===== config.mk =====
export PLATFORM = sky130hd
export DESIGN_NAME = pipeline_hazard_ctrl
export DESIGN_NICKNAME = d
export VERILOG_FILES = /design/src/rtl/pipeline_hazard_ctrl.sv
export SDC_FILE = /design/constraint.sdc
export NUM_CORES = 1
export LEC_CHECK = 0
export CORE_MARGIN = 10
export CORE_UTILIZATION = 49
export CTS_CLUSTER_DIAMETER = 150
export CTS_CLUSTER_SIZE = 30
export DETAILED_ROUTE_END_ITERATION = 7
export GPL_TIMING_DRIVEN = 0
export PLACE_DENSITY_LB_ADDON = 0.3
export REMOVE_ABC_BUFFERS = 1
export SLEW_MARGIN = 20
export SYNTH_ARGS = -nofsm -noshare
export SYNTH_HDL_FRONTEND = slang
export SYNTH_SLANG_ARGS = --single-unit

===== constraint.sdc =====
create_clock -name clk -period 2.9 [get_ports clk]
set_input_delay 0.725 -clock clk [delete_from_list [all_inputs] [get_ports clk]]
set_output_delay 0.725 -clock clk [all_outputs]
set_load 0.05 [all_outputs]

===== src/rtl/pipeline_hazard_ctrl.sv =====
// Stall/flush sequencer for a 5-stage pipeline: memory freeze, branch flush,
// multi-cycle mul/div occupancy and load-use bubbles, plus saturating perf counters.
module pipeline_hazard_ctrl #(
    parameter int MULDIV_LAT = 4,
    parameter int CNT_W      = 32
) (
    input  logic             clk,
    input  logic             rst,
    input  logic [4:0]       id_rs1_addr,
    input  logic [4:0]       id_rs2_addr,
    input  logic             id_use_rs1,
    input  logic             id_use_rs2,
    input  logic             exe_mem_read,
    input  logic [4:0]       exe_rd_addr,
    input  logic             exe_branch_taken,
    input  logic             exe_muldiv_start,
    input  logic             imem_stall,
    input  logic             dmem_stall,
    output logic             pc_write,
    output logic             if_id_write,
    output logic             if_id_flush,
    output logic             id_exe_write,
    output logic             id_exe_flush,
    output logic             exe_mem_write,
    output logic             exe_mem_flush,
    output logic             mem_wb_write,
    output logic             muldiv_busy,
    output logic [CNT_W-1:0] stall_cycles,
    output logic [CNT_W-1:0] flush_count
);

    typedef enum logic {RUN, MULDIV} state_t;

    state_t           state_q, state_d;
    logic [3:0]       cnt_q, cnt_d;
    logic             skip_q, skip_d;
    logic [CNT_W-1:0] stall_cycles_q, stall_cycles_d;
    logic [CNT_W-1:0] flush_count_q, flush_count_d;

    logic mem_freeze;
    logic branch;
    logic load_use;

    function automatic logic [CNT_W-1:0] sat_inc(input logic [CNT_W-1:0] x);
        return (&x) ? x : x + 1'b1;
    endfunction

    assign mem_freeze = imem_stall | dmem_stall;
    assign branch     = exe_branch_taken && (state_q == RUN);
    assign load_use   = exe_mem_read && (exe_rd_addr != 5'd0) &&
                        ((id_use_rs1 && (id_rs1_addr == exe_rd_addr)) ||
                         (id_use_rs2 && (id_rs2_addr == exe_rd_addr)));

    always_comb begin
        pc_write      = 1'b1;
        if_id_write   = 1'b1;
        id_exe_write  = 1'b1;
        exe_mem_write = 1'b1;
        mem_wb_write  = 1'b1;
        if_id_flush   = 1'b0;
        id_exe_flush  = 1'b0;
        exe_mem_flush = 1'b0;
        if (rst) begin
            pc_write      = 1'b0;
            if_id_flush   = 1'b1;
            id_exe_flush  = 1'b1;
            exe_mem_flush = 1'b1;
        end else if (mem_freeze) begin
            pc_write      = 1'b0;
            if_id_write   = 1'b0;
            id_exe_write  = 1'b0;
            exe_mem_write = 1'b0;
            mem_wb_write  = 1'b0;
        end else if (branch) begin
            // The ID instruction is wrong-path, so any load-use on it is moot.
            if_id_flush  = 1'b1;
            id_exe_flush = 1'b1;
        end else if (state_q == MULDIV) begin
            pc_write      = 1'b0;
            if_id_write   = 1'b0;
            id_exe_write  = 1'b0;
            exe_mem_flush = 1'b1;
        end else if (load_use) begin
            pc_write     = 1'b0;
            if_id_write  = 1'b0;
            id_exe_flush = 1'b1;
        end
    end

    assign muldiv_busy = (state_q == MULDIV) && !rst;

    always_comb begin
        state_d        = state_q;
        cnt_d          = cnt_q;
        skip_d         = skip_q;
        stall_cycles_d = stall_cycles_q;
        flush_count_d  = flush_count_q;
        if (!mem_freeze) begin
            skip_d = 1'b0;
            case (state_q)
                RUN: begin
                    // skip_q blocks re-launching the op that just finished.
                    if (exe_muldiv_start && !exe_branch_taken && !skip_q) begin
                        state_d = MULDIV;
                        cnt_d   = 4'(MULDIV_LAT - 2);
                    end
                end
                MULDIV: begin
                    if (cnt_q == 4'd0) begin
                        state_d = RUN;
                        skip_d  = 1'b1;
                    end else begin
                        cnt_d = cnt_q - 4'd1;
                    end
                end
                default: state_d = RUN;
            endcase
            if (branch) flush_count_d = sat_inc(flush_count_q);
        end
        if (!pc_write) stall_cycles_d = sat_inc(stall_cycles_q);
    end

    always_ff @(posedge clk) begin
        if (rst) begin
            state_q        <= RUN;
            cnt_q          <= 4'd0;
            skip_q         <= 1'b0;
            stall_cycles_q <= '0;
            flush_count_q  <= '0;
        end else begin
            state_q        <= state_d;
            cnt_q          <= cnt_d;
            skip_q         <= skip_d;
            stall_cycles_q <= stall_cycles_d;
            flush_count_q  <= flush_count_d;
        end
    end

    assign stall_cycles = stall_cycles_q;
    assign flush_count  = flush_count_q;

endmodule


==> metrics.csv <==
metric,value,unit
status,finished with violations,
violations,negative setup slack,
drt.antenna.violating_nets,0,
die_h,107,um
fin_tns_setup,-0.00584,ns
crit_slowest_cell,or4_4,
root_buffer,clkbuf_8,
async_flop_share,0,%
cp-end-kind,output port,
ir_drop,290,uV
die_w,107,um
row_count,31,
powerDensity,383,mW/mm2
final_area,0.00496,mm2
cp_max_fo,3,
syn-mean-instance-area,8.48,um2
worstSetupPathType,input pin to output port,
synth_warnings,0,
areaGrowthSynthToFinish,34.2,%
min_to,cnt_q[0]$_SDFFE_PP0P_,
crit_chain,"buf_8, or4_4, o21ai_4, nor2_4, a21oi_4, buf_6, nor2b_4, buf_8",
first_pass_iters,4,
nets,558,
r2r_slack,0.49,ns
drcViolationCount,0,
clock_sinks,70,
ys.flop_type,dfxtp_1,
grt_pass1_wl,16.5,mm
m1WireLength,4.26,mm
route.vias.total,3635,
avgViaCountPerCell,5.72,
start_kind,input pin,
synthesis.area,0.00370,mm2
yosys.area.top_type,dfxtp_1,
synth_seq_area_share,37.9,%
finalWirelength,9.93,mm
grt_max_degree,48,
synth.most_common_cell,dfxtp_1,
relSlewSlack,59.6,%
drt-wirelength-per-cell,15.6,um
hp-class,flip-flop to flip-flop,
cts_hold_buf,0,
cpMostUsedCell,buf_8,
hold_depth,2,
fmax,344,MHz
slew_viol_final,0,
clk_path_buf_depth,2,
r2r-start,stall_cycles[0]$_SDFFE_PP0P_,
pre_cts_ws,-1.44,ns
clk_latency,0.35,ns
cp_slowest_stage_delay,0.54,ns
grt_use_total,17.1,%
synth.distinct_cells,51,
critPathRequiredTime,2.17,ns
setup_viol_count_final,1,
rsz0062_at_grt,true,
setup_ws,-0.00584,ns
dpl_cell_area,0.00467,mm2
highest_layer,met4,
gp_congestion,0.897,
cts_tree,done,
synth.top_cell.area_share,37.9,%
cts_made_buffers,9,
core_area,0.00729,mm2
antenna_found_initial,0,
dieArea,0.0114,mm2
synth_edf_count,0,
htreeDepth,3,
wl_met2,4.89,mm
wl_met3,661,um
tightest_slew,0.606,ns
skew,0.00928,ns
overflow,0,
fin_crit_sh,100,%
syn-instance-count,436,
port-buffer-count,96,
ios,97,
maxCapViolations,0,
synth_area_leaders,"dfxtp_1, xor2_1, nor2_1, nand4_1, a21oi_1",
arrival,2.18,ns
min_period,2.91,ns
hold_start,cnt_q[0]$_SDFFE_PP0P_,
grt_pass1_vias,3455,
final_hold_viol_count,0,
insertedDiodeCount,0,
rr_endpoint,stall_cycles[17]$_SDFFE_PP0P_,
start_util,50.7,%
p_leak,1.71,nW
ys_top_cells_by_count,"dfxtp_1, nor2_1, xor2_1",
rr_worst_depth,7,
dp_hpwl,7.17,mm
path_clk_slew,0.07,ns
drtIter0Drc,103,
ys_seq_elements,70,
drive_above_1_share,11.0,%
## worst max-delay path: cells and delay by family
kind / cells / cell delay (ns)
AOI/OAI and AO/OA: 2 / 0.36
buffers and inverters: 3 / 0.36
and+or+nand+nor: 3 / 0.72
## registers in the layout, indices dropped and copies added (netlist names)
| register | count |
|---|---|
| skip_q | 1 |
| cnt_q | 4 |
| state_q | 1 |
| stall_cycles | 32 |
| flush_count | 32 |
## placed cells by master (no fill, tap or decap), types with 14 or more instances in the layout
cell and n:
clkdlybuf4s50_1 72, o21ai_0 20, dfxtp_1 70, a21oi_1 29, nor2_1 50, nand2_1 26, nand3_1 24, nand4_1 25
xnor2_1 14, xor2_1 31, or4_1 14
## routing by layer
metal / up-vias / GRT usage, %
met3: 14 / 5.81
li1: 1794 / -
met1: 1745 / 20.0
met5: - / 0
met4: 0 / 5.32
met2: 82 / 28.9
## area by class of cell
class                           instances  area [um2]
Inverter                                2        7.51
Tap cell                               99         124
Clock inverter                          4        22.5
Timing Repair Buffer                  103        1040
Sequential cell                        70        1400
Fill cell                             642        2330
Clock buffer                           12         145
Multi-Input combinational cell        345        2220
## logic make-up (layout without fill, tap and decap cells)
logic type / after synthesis / in the layout / share of synthesized area, %
AO/OA/AOI/OAI: 81 / 81 / 13.4
XOR/XNOR: 45 / 45 / 10.7
adder cells (fa/ha/maj): 3 / 3 / 1.02
buffers and inverters: 21 / 121 / 3.69
flip-flops: 70 / 70 / 37.9
multiplexers: 3 / 3 / 0.846
AND/OR/NAND/NOR: 213 / 213 / 32.5
## worst max-delay path by stage
stage | from | endpoint | slack [ns] | depth (start not counted)
2_1_floorplan | exe_rd_addr[1] | pc_write | -0.53 | 5
3_3_place_gp | rst | id_exe_flush | -2.21 | 4
6_report | exe_rd_addr[1] | pc_write | -0.006 | 8
4_1_cts | id_rs2_addr[1] | if_id_write | -0.05 | 7
3_5_place_dp | exe_rd_addr[1] | if_id_write | -1.44 | 7
5_1_grt | exe_rd_addr[1] | pc_write | -0.04 | 8
## report_power, final
| group | switching [mW] | total (mW) | internal (mW) |
|---|---|---|---|
| clock network | 0.366 | 0.696 | 0.330 |
| logic | 0.132 | 0.221 | 0.0888 |
| registers | 0.0135 | 0.984 | 0.970 |
| total | 0.512 | 1.90 | 1.39 |
## through the flow
stage          hold slack (ns)  std cells  utilization (%)  power (mW)
3_5_place_dp             0.467        613             64.0        1.22
5_1_grt                  0.512        635             68.0        1.97
3_3_place_gp             0.459        612             63.8        1.21
4_1_cts                  0.477        634             67.3        1.90
2_1_floorplan            0.439        417                -        1.11
6_report                 0.472        635             68.0        1.90
## what timing repair did
item | in CTS | in global routing
hold endpoints to repair | 0 | 0
setup buffers | 5 | 1
pin swaps | 10 | 12
endpoints found under the setup margin | 18 | 4
gates resized for setup | 68 | 17
(Power assumes the default switching activity.)
